===== config.mk =====
export PLATFORM = sky130hd
export DESIGN_NAME = stopwatch_core
export DESIGN_NICKNAME = d
export VERILOG_FILES = /design/src/rtl/stopwatch_pkg.sv /design/src/rtl/bcd_mod60.sv /design/src/rtl/stopwatch_core.sv
export SDC_FILE = /design/constraint.sdc
export NUM_CORES = 1
export LEC_CHECK = 0
export ABC_CLOCK_PERIOD_IN_PS = 2900
export CAP_MARGIN = 15
export CORE_MARGIN = 5
export CORE_UTILIZATION = 25
export CTS_CLUSTER_SIZE = 40
export DETAILED_ROUTE_END_ITERATION = 10
export SLEW_MARGIN = 15
export SYNTH_ARGS = -nofsm -noshare
export SYNTH_HDL_FRONTEND = slang
export SYNTH_SLANG_ARGS = --single-unit

===== constraint.sdc =====
create_clock -name clk -period 2.9 [get_ports clk]
set_input_delay 0.29 -clock clk [delete_from_list [all_inputs] [get_ports clk]]
set_output_delay 0.29 -clock clk [all_outputs]
set_load 0.01 [all_outputs]

===== src/rtl/stopwatch_pkg.sv =====
// Shared types and constants for the stopwatch core.
// Imported by stopwatch_core and bcd_mod60.
package stopwatch_pkg;

   typedef enum logic [1:0] {
      STOP = 2'd0,
      RUN  = 2'd1,
      ADJ  = 2'd2
   } sw_state_t;

   localparam int SEC_MAX = 59;
   localparam int MIN_MAX = 59;

   localparam logic SEL_SEC = 1'b0;
   localparam logic SEL_MIN = 1'b1;

   function automatic int max2(int a, int b);
      return (a > b) ? a : b;
   endfunction

endpackage


===== src/rtl/bcd_mod60.sv =====
// Two-digit BCD counter wrapping at MAX_VAL.
// clr beats inc; carry flags an increment taken at the top value.
module bcd_mod60
   import stopwatch_pkg::*;
#(
   parameter int MAX_VAL = SEC_MAX
) (
   input  logic       clk,
   input  logic       rst,
   input  logic       clr,
   input  logic       inc,
   output logic [3:0] tens,
   output logic [3:0] ones,
   output logic       carry
);

   localparam logic [3:0] TENS_TOP = 4'(MAX_VAL / 10);
   localparam logic [3:0] ONES_TOP = 4'(MAX_VAL % 10);

   logic [3:0] tens_q;
   logic [3:0] tens_d;
   logic [3:0] ones_q;
   logic [3:0] ones_d;
   logic       at_top;

   assign at_top = (tens_q == TENS_TOP) && (ones_q == ONES_TOP);
   assign carry  = inc & at_top;

   // next digit values: clear, wrap at top, ones->tens rollover
   always_comb begin
      tens_d = tens_q;
      ones_d = ones_q;
      if (clr) begin
         tens_d = '0;
         ones_d = '0;
      end else if (inc) begin
         if (at_top) begin
            tens_d = '0;
            ones_d = '0;
         end else if (ones_q == 4'd9) begin
            ones_d = '0;
            tens_d = tens_q + 4'd1;
         end else begin
            ones_d = ones_q + 4'd1;
         end
      end
   end

   // digit registers
   always_ff @(posedge clk) begin
      if (rst) begin
         tens_q <= '0;
         ones_q <= '0;
      end else begin
         tens_q <= tens_d;
         ones_q <= ones_d;
      end
   end

   assign tens = tens_q;
   assign ones = ones_q;

endmodule


===== src/rtl/stopwatch_core.sv =====
// MM:SS stopwatch fed by the divider square wave.
// Edge detect, prescaler and run/stop/adjust FSM.
module stopwatch_core
   import stopwatch_pkg::*;
#(
   parameter int TICKS_PER_SEC = 10000,
   parameter int ADJ_TICKS     = 5000
) (
   input  logic       clk,
   input  logic       rst,
   input  logic       div_in,
   input  logic       start_stop,
   input  logic       clr,
   input  logic       adj_en,
   input  logic       adj_sel,
   output logic [3:0] min_tens,
   output logic [3:0] min_ones,
   output logic [3:0] sec_tens,
   output logic [3:0] sec_ones,
   output logic       running,
   output logic       wrap
);

   localparam int TMAX = max2(TICKS_PER_SEC, ADJ_TICKS);
   localparam int PW   = (TMAX > 1) ? $clog2(TMAX) : 1;

   localparam logic [PW-1:0] RUN_LAST = PW'(TICKS_PER_SEC - 1);
   localparam logic [PW-1:0] ADJ_LAST = PW'(ADJ_TICKS - 1);

   sw_state_t   state_q;
   logic        div_q;
   logic        div_edge;
   logic [PW-1:0] pre_q;
   logic [PW-1:0] pre_d;
   logic [PW-1:0] pre_last;
   logic        step;
   logic        adj_chg;
   logic        in_run;
   logic        in_adj;
   logic        sec_inc;
   logic        min_inc;
   logic        sec_carry;
   logic        min_carry;
   logic        running_q;
   logic        wrap_q;
   logic        wrap_d;

   assign div_edge = div_in & ~div_q;
   assign in_run   = (state_q == RUN);
   assign in_adj   = (state_q == ADJ);

   // ADJ is entered/left exactly when adj_en disagrees with the state
   assign adj_chg  = adj_en ^ in_adj;

   // divider sample; starts high so a high input after reset is no edge
   always_ff @(posedge clk) begin
      if (rst) div_q <= 1'b1;
      else     div_q <= div_in;
   end

   // prescaler: counts edges outside STOP, restarts on ADJ change or clr
   always_comb begin
      pre_last = in_adj ? ADJ_LAST : RUN_LAST;
      pre_d    = pre_q;
      step     = 1'b0;
      if (div_edge && (state_q != STOP)) begin
         if (pre_q == pre_last) begin
            step  = 1'b1;
            pre_d = '0;
         end else begin
            pre_d = pre_q + 1'b1;
         end
      end
      if (adj_chg || clr) pre_d = '0;
   end

   // prescaler register
   always_ff @(posedge clk) begin
      if (rst) pre_q <= '0;
      else     pre_q <= pre_d;
   end

   assign sec_inc = step & (in_run | (in_adj & (adj_sel == SEL_SEC)));
   assign min_inc = step & ((in_run & sec_carry)
                   | (in_adj & (adj_sel == SEL_MIN)));
   assign wrap_d  = step & in_run & sec_carry & min_carry & ~clr;

   // run/stop/adjust state with registered running and wrap
   always_ff @(posedge clk) begin
      if (rst) begin
         state_q   <= STOP;
         running_q <= 1'b0;
         wrap_q    <= 1'b0;
      end else begin
         wrap_q <= wrap_d;
         unique case (state_q)
            STOP: begin
               if (adj_en) begin
                  state_q <= ADJ;
               end else if (start_stop) begin
                  state_q   <= RUN;
                  running_q <= 1'b1;
               end
            end
            RUN: begin
               if (adj_en) begin
                  state_q   <= ADJ;
                  running_q <= 1'b0;
               end else if (start_stop) begin
                  state_q   <= STOP;
                  running_q <= 1'b0;
               end
            end
            ADJ: begin
               if (!adj_en) state_q <= STOP;
            end
            default: begin
               state_q   <= STOP;
               running_q <= 1'b0;
            end
         endcase
      end
   end

   bcd_mod60 #(
      .MAX_VAL(SEC_MAX)
   ) u_sec (
      .clk  (clk),
      .rst  (rst),
      .clr  (clr),
      .inc  (sec_inc),
      .tens (sec_tens),
      .ones (sec_ones),
      .carry(sec_carry)
   );

   bcd_mod60 #(
      .MAX_VAL(MIN_MAX)
   ) u_min (
      .clk  (clk),
      .rst  (rst),
      .clr  (clr),
      .inc  (min_inc),
      .tens (min_tens),
      .ones (min_ones),
      .carry(min_carry)
   );

   assign running = running_q;
   assign wrap    = wrap_q;

endmodule


==> impl_metrics.yaml <==
clocking:
  clockBufferDepth: 2
  clock_sinks: 35
  cts.htree.levels: 2
  ctsRootBufferMaster: "clkbuf_8"
  path_clk_slew_ns: 0.08
  cts_made_buffers: 5
  clock_latency_ns: 0.29
  cts_hold_buf: 0
  post_cts_resized: 0
  post_cts_buffers: 0
  cts_tree: "done"
final_layout:
  nets: 259
  layout_common_cells: "dfxtp_1, nor2_1, clkdlybuf4s50_1"
  final_common_cell: "dfxtp_1"
  fillers: 755
  drive_above_1_share_pct: 9.053
  post-route-util_pct: 31.81
  insertedDiodeCount: 0
  syn2layout_area_growth_pct: 22.71
  final_area_sq_um: 2332
sta:
  min_period_ns: 2.295
  fin_hold_ws_ns: 0.4873
  timing.final.crit_share_pct: 79.14
  finClkSkew_ns: 0.01105
  worst_slack_ns: 0.6049
  setup_viol: 0
  max_freq_mhz: 435.7
  rsz0062_at_grt: "no"
  tns_ns: 0
  maxSlewHeadroom_pct: 49.10
  tightest_slew_ns: 0.7601
  hold_viol: 0
  maxSlewViolCount: 0
floorplan:
  start_util_pct: 25.93
  dieArea_sq_um: 9446
  ios: 25
  placementRows: 31
  die_w_microns: 97.19
  core_area_sq_um: 7331
  die_h_microns: 97.19
hold_path:
  min_delay_path_depth: 2
  min_from: "u_sec.tens[3]"
  hold_class: "reg2reg"
  worstHoldEndpoint: "u_sec.tens[3]"
run_status:
  outcome: "finished, final reports clean"
placement:
  preCtsSetupSlack_ns: 0.4498
  gp_congestion: 0.7206
  place_area_sq_um: 2232
  io_buffers: 24
  dpl.hpwl_microns: 2875
global_route:
  grt_overflow_total: 0
  track_usage_pct: 8.796
  grt_max_degree: 20
  first_global_vias: 1555
  grt_pass1_wl_microns: 7017
  antenna_found_initial: 0
critical_path:
  required_ns: 3.11
  r2r_slack_ns: 0.60
  r2r-end: "u_min.tens[1]"
  worst_ep_arrival_time_ns: 2.51
  r2r_cells: 6
  reg2reg_from: "u_sec.ones[0]"
  cp-start-kind: "register"
  cp-end-kind: "register"
  path_class: "reg2reg"
  critPathMaxFanout: 15
synth:
  syn-num-nets: 234
  synth_edf_count: 0
  synth_cell_types: 43
  ys.flop_type: "dfxtp_1"
  syn_area_sq_um: 1901
  ys_ff_latch: 35
  avgSynthCellArea_sq_um: 8.758
  synthArstFlopShare_pct: 0
  syn_inst: 217
  synth_warnings: 0
  yosysSeqAreaShare_pct: 36.87
detailed_routing:
  avgViaCountPerCell: 4.594
  drc: 0
  finalWirelength_microns: 3919
  drt-initial-drc-count: 56
  drtAntennaViolNets: 0
  wl_per_cell_microns: 11.46
  num_vias: 1571
  dr.pass1.iters: 4
power:
  power_density_nw_per_um2: 401.7
  peakVddDrop_mv: 0.1462
  p_leak_nw: 0.7816
flow_run:
  maxCapViolCount: 0
==> Yosys cell counts, types with 5 or more instances <==
master,number,area [sq um]
a21oi_1,15,75.07
or4_1,6,45.04
nor3_1,6,30.03
dfxtp_1,35,700.7
ha_1,10,125.1
inv_1,10,37.54
nand3_1,6,30.03
nor2_1,24,90.09
mux2i_1,5,50.05
or3_1,7,43.79
o21ai_0,6,30.03
xor2_1,9,78.83
nand2_1,20,75.07
==> through the flow <==
stage / instances / power, mW
4_1_cts: 342 / 0.9450
2_1_floorplan: 217 / 0.5347
5_1_grt: 342 / 0.9711
3_3_place_gp: 334 / 0.5512
3_5_place_dp: 334 / 0.5517
6_report: 342 / 0.9369
==> registers in the layout, indices dropped and copies added (netlist names) <==
name	flops
div_q	1
pre_q	14
running	1
state_q	2
u_min.ones	4
u_min.tens	4
u_sec.ones	4
u_sec.tens	4
wrap	1
==> cell type report <==
cell class	count	area, sq um	share of cell area (%)
well taps	99	123.9	5.311
multi-input cells	164	1115	47.80
clock buffers	8	100.1	4.292
inverters	10	37.54	1.609
repair buffers	26	255.2	10.94
flip-flops and latches	35	700.7	30.04
==> critical path, stage by stage, from the launching register on <==
cell,delay [ns]
dfxtp_1,0.42
ha_1,0.19
and3b_1,0.29
a41o_1,0.25
o2111ai_2,0.32
or4_1,0.60
a21oi_1,0.14
==> routing by layer <==
metal,wire [microns],vias to the layer above,track usage (%)
met5,0,-,0
met1,1833,727,10.17
met2,1867,24,14.92
met4,30,0,2.916
li1,-,815,-
met3,188,5,3.302
==> report_power, final <==
part,switching (mW),internal [mW],leakage (nW),total [mW]
clock,0.180,0.217,0.0515,0.397
combinational,0.0275,0.0225,0.448,0.0500
sequential,0.00585,0.484,0.283,0.490
total,0.214,0.723,0.782,0.937
==> worst max-delay path by stage <==
stage                     slack (ns)       endpoint           from
after floorplan                 1.02  u_min.ones[1]  u_sec.ones[0]
after global placement          0.49       pre_q[0]         div_in
after detailed placement        0.45  u_min.tens[1]         div_in
after global routing            0.40  u_min.tens[1]  u_sec.ones[0]
after CTS                       0.58  u_min.tens[1]  u_sec.ones[0]
final                           0.60  u_min.tens[1]  u_sec.ones[0]
==> cells by family (layout without fill, tap and decap cells) <==
kind of cell / after synthesis / after routing / synth area share [%]
adder cells (fa/ha/maj): 10 / 10 / 6.583
XOR/XNOR: 13 / 13 / 5.991
flip-flops: 35 / 35 / 36.87
AO/OA/AOI/OAI: 30 / 30 / 9.678
buffers and inverters: 18 / 44 / 4.477
AND/OR/NAND/NOR: 106 / 106 / 33.77
multiplexers: 5 / 5 / 2.633
No activity file was read; power rests on OpenSTA's default activity.
